### src/rtl/linear_feedback_shift_register.sv
// Fibonacci-form LFSR with run-time seed load, zero-seed protection and
// a one-cycle wrap pulse whenever stepping returns to the period start value.
module linear_feedback_shift_register #(
  parameter int unsigned      WIDTH = 8,
  parameter logic [WIDTH-1:0] TAPS  = WIDTH'('hB8),
  parameter logic [WIDTH-1:0] SEED  = WIDTH'('h01)
) (
  input  logic             clk,
  input  logic             rst_n,
  input  logic             en,
  input  logic             load,
  input  logic [WIDTH-1:0] seed_in,
  output logic [WIDTH-1:0] state,
  output logic             bit_out,
  output logic             wrap,
  output logic             load_err
);

  logic [WIDTH-1:0] state_q, state_d;
  logic [WIDTH-1:0] start_q, start_d;
  logic             wrap_q, wrap_d;
  logic             load_err_q, load_err_d;
  logic             fb;
  logic [WIDTH-1:0] step_val;

  // Feedback bit and the candidate next value for a step.
  always_comb begin
    fb       = ^(state_q & TAPS);
    step_val = {state_q[WIDTH-2:0], fb};
  end

  // Next-state selection: load beats en beats hold; pulses default low.
  always_comb begin
    state_d    = state_q;
    start_d    = start_q;
    wrap_d     = 1'b0;
    load_err_d = 1'b0;
    if (load) begin
      if (seed_in != '0) begin
        state_d = seed_in;
        start_d = seed_in;
      end else begin
        // All-zero seed would lock the register; substitute the default.
        state_d    = SEED;
        start_d    = SEED;
        load_err_d = 1'b1;
      end
    end else if (en) begin
      state_d = step_val;
      wrap_d  = (step_val == start_q);
    end
  end

  // State, period start and pulse registers.
  always_ff @(posedge clk or negedge rst_n) begin
    if (!rst_n) begin
      state_q    <= SEED;
      start_q    <= SEED;
      wrap_q     <= 1'b0;
      load_err_q <= 1'b0;
    end else begin
      state_q    <= state_d;
      start_q    <= start_d;
      wrap_q     <= wrap_d;
      load_err_q <= load_err_d;
    end
  end

  assign state    = state_q;
  assign bit_out  = state_q[WIDTH-1];
  assign wrap     = wrap_q;
  assign load_err = load_err_q;

endmodule

### config.mk
export PLATFORM = sky130hd
export DESIGN_NAME = linear_feedback_shift_register
export DESIGN_NICKNAME = d
export VERILOG_FILES = /design/src/rtl/linear_feedback_shift_register.sv
export SDC_FILE = /design/constraint.sdc
export NUM_CORES = 1
export LEC_CHECK = 0
export CAP_MARGIN = 20
export CORE_AREA = 2 2 49 51
export DETAILED_ROUTE_END_ITERATION = 7
export DIE_AREA = 0 0 51 53
export PLACE_DENSITY = 0.76
export SYNTH_ARGS = -nofsm -noshare
export SYNTH_HDL_FRONTEND = slang
export SYNTH_SLANG_ARGS = --single-unit
### constraint.sdc
create_clock -name clk -period 1.2 [get_ports clk]
set_input_delay 0.18 -clock clk [delete_from_list [all_inputs] [get_ports clk]]
set_output_delay 0.18 -clock clk [all_outputs]
set_load 0.01 [all_outputs]
==> results.tsv <==
metric	value	unit
post-DR wirelength/cell	12.2	microns
Detailed Route Iter0 Violations	9	
relative slew slack	82.8	%
# fillers	195	
Worst-Margin Slew	0.256	ns
Setup WS pre-CTS	-0.203	ns
max-cap violation count	0	
first-pass GRT wire length	3050	microns
overall die height	53	microns
area grow syn2layout	52.7	%
Detailed Route WL	1850	microns
CORE AREA	2150	sq um
Worst IR Drop VDD	0.566	mV
Req. time, crit path	1.39	ns
fraction of layout cells with a size suffix above 1	27.6	%
I/O pins	23	
crit path DAT	1.42	ns
Synthesized Nets	93	
vias per std cell	4.61	
initial antenna violation count	0	
Pwr Density	1170	nW/um^2
row count	17	
main area contributors after synthesis	dfrtp_1, mux2i_1, o21ai_0	
Tcrit/Tclk final	103	%
grt ovf	0	
Pre-antenna DRT Iters	4	
Final setup viols	1	
nets	136	
Worst setup EP type	register	
status	finished, violations left	
Flop pwr share	46.2	%
Reg2Reg Depth	5	
largest net degree at the start of global routing	19	
worst skew pair latency	0.29	ns
PortBufs	22	
die width	51	microns
clock skew	0.00340	ns
startpoint types	register	
post-synth top area cell	dfrtp_1	
share of the synthesized area in the top cell type	47.0	%
die area	2700	sq um
vias	696	
synthesized flop and latch total	18	
CTS tree	done	
initial core utilization	39.7	%
Sink Count	18	
CTS H-tree depth	1	
Syn Inst Count	81	
clk root buf	clkbuf_4	
sequential area share after synthesis	53.2	%
Sw Share	27.0	%
final antenna-violating net count	0	
final-report max-slew violation count	0	
cts hold-fix bufs	0	
Clock Path Buffers	2	
clock slew at reported path FFs	0.10	ns
Ys Warns	0	
n_diodes	0	
f_max	0.808	GHz
crit path time final	1.24	ns
Gate power share	29.5	%
final hold vios	0	
critical path class	reg -> reg	
RSZ-0062 raised after global routing	true	
DRC viols	0	
DPL Wire Length	1370	microns
Switching Power	0.411	mW
Cell Area, Synth	852	sq um
Min-Delay Path Class	in -> async	
Syn Area/Cell	10.5	sq um
routability cong.	0.776	
Inserted Clock Buffers	3	
Total Power	1.52	mW
number of global-route vias before repair	693	
Pleak	0.644	nW
P_int	1.11	mW
CP max FO	3	
GRT Util Overall	15.7	%
synth unique cells	20	
Final WS setup	-0.0375	ns
clock network fraction of total power	24.3	%
failing checks	setup timing	
cell families (layout without fill, tap and decap cells):
kind of cell | after synthesis | count (layout) | share of synthesized area [%]
buf+inv | 11 | 53 | 5.58
compound gates | 16 | 16 | 10.1
simple gates | 17 | 17 | 10.3
mux | 8 | 8 | 9.55
xor+xnor | 11 | 11 | 11.3
flops | 18 | 18 | 53.2
cell type report:
class / count / area (sq um) / share of cell area [%]
tap: 28 / 35.0 / 2.69
timing repair buffer: 43 / 380 / 29.2
clock buffer: 4 / 36.3 / 2.79
sequential: 18 / 453 / 34.8
inverter: 6 / 22.5 / 1.73
multi-input combinational: 52 / 374 / 28.7
state kept, by name, indices dropped and copies added (netlist names):
signal	count
load_err	1
state	8
start_q	8
wrap	1
through the flow:
| stage | std cells | cell area, sq um | util, % | hold WS (ns) | setup TNS [ns] |
|---|---|---|---|---|---|
| after floorplan | 81 | 852 | - | -0.116 | 0 |
| after global placement | 139 | 1190 | 55.5 | 0.524 | -0.661 |
| after detailed placement | 139 | 1190 | 55.5 | 0.526 | -0.847 |
| after CTS | 151 | 1300 | 60.5 | 0.209 | -0.0389 |
| after global routing | 151 | 1300 | 60.6 | 0.240 | -0.139 |
| final | 151 | 1300 | 60.6 | 0.203 | -0.0375 |
layer usage:
layer | up-vias | track usage (%) | part of all wire (%)
met3 | 4 | 1.13 | 4.1
met5 | - | 0 | 0
met4 | 0 | 11.3 | 1.9
met1 | 317 | 19.8 | 47
met2 | 19 | 25.3 | 47
li1 | 356 | - | -
power by group through the flow:
stage	combinational, mW	sequential (mW)	clock, mW
2_1_floorplan	0.166	0.745	0
3_3_place_gp	0.380	0.729	0
3_5_place_dp	0.384	0.733	0
4_1_cts	0.454	0.703	0.383
5_1_grt	0.489	0.709	0.410
6_report	0.449	0.702	0.370
Yosys cell counts:
cell type,n
o21ai_0,14
a211oi_1,1
a211o_1,1
nor4_1,2
mux2_2,1
nor3_1,2
mux2i_1,7
dfrtp_1,16
xnor2_1,4
buf_4,1
nand2_1,6
nor2_1,1
buf_2,2
dfstp_2,2
and3_1,2
clkbuf_1,2
nor2b_1,3
xor2_1,7
inv_1,6
nand3b_1,1
worst paths after layout:
path	slack [ns]	startpoint	endpoint
setup / recovery	-0.04	state[7]$_DFFE_PN0P_	wrap$_DFF_PN0_
hold / removal	0.20	rst_n	start_q[3]$_DFFE_PN0P_
setup reg to reg	-0.04	state[7]$_DFFE_PN0P_	wrap$_DFF_PN0_
hold reg to reg	0.54	start_q[5]$_DFFE_PN0P_	start_q[5]$_DFFE_PN0P_
max in group asynchronous	0.74	rst_n	start_q[0]$_DFFE_PN1P_
min in group clk	0.48	seed_in[4]	start_q[4]$_DFFE_PN0P_
cell usage in the layout (no fill, tap or decap):
cell              n
a211o_1           1
a211oi_1          1
and3_1            2
buf_12            1
buf_2             1
buf_4            20
buf_6             2
clkbuf_4          3
clkbuf_8          1
clkdlybuf4s15_1   2
clkdlybuf4s50_1  11
dfrtp_1          16
dfstp_2           2
dlygate4sd2_1     6
inv_1             6
mux2_2            1
mux2i_1           7
nand2_1           6
nand3b_1          1
nor2_1            1
nor2b_1           3
nor3_1            2
nor4_1            2
o21ai_0          13
o21ai_1           1
xnor2_1           2
xnor2_2           2
xor2_1            6
xor2_2            1
timing repair:
action                                  in CTS  in global routing
pin swaps                                    4                  0
buffers inserted                             8                  0
endpoints found under the setup margin      13                  4
hold endpoints to repair                     0                  0
resized for setup                           22                  2
worst max-delay path, cell delays in order (launching register included):
cell and delay (ns):
dfrtp_1 0.41, buf_6 0.13, xor2_2 0.18, xnor2_2 0.14
xnor2_1 0.13, and3_1 0.15
Note: power is estimated with default switching activity, not from simulation.
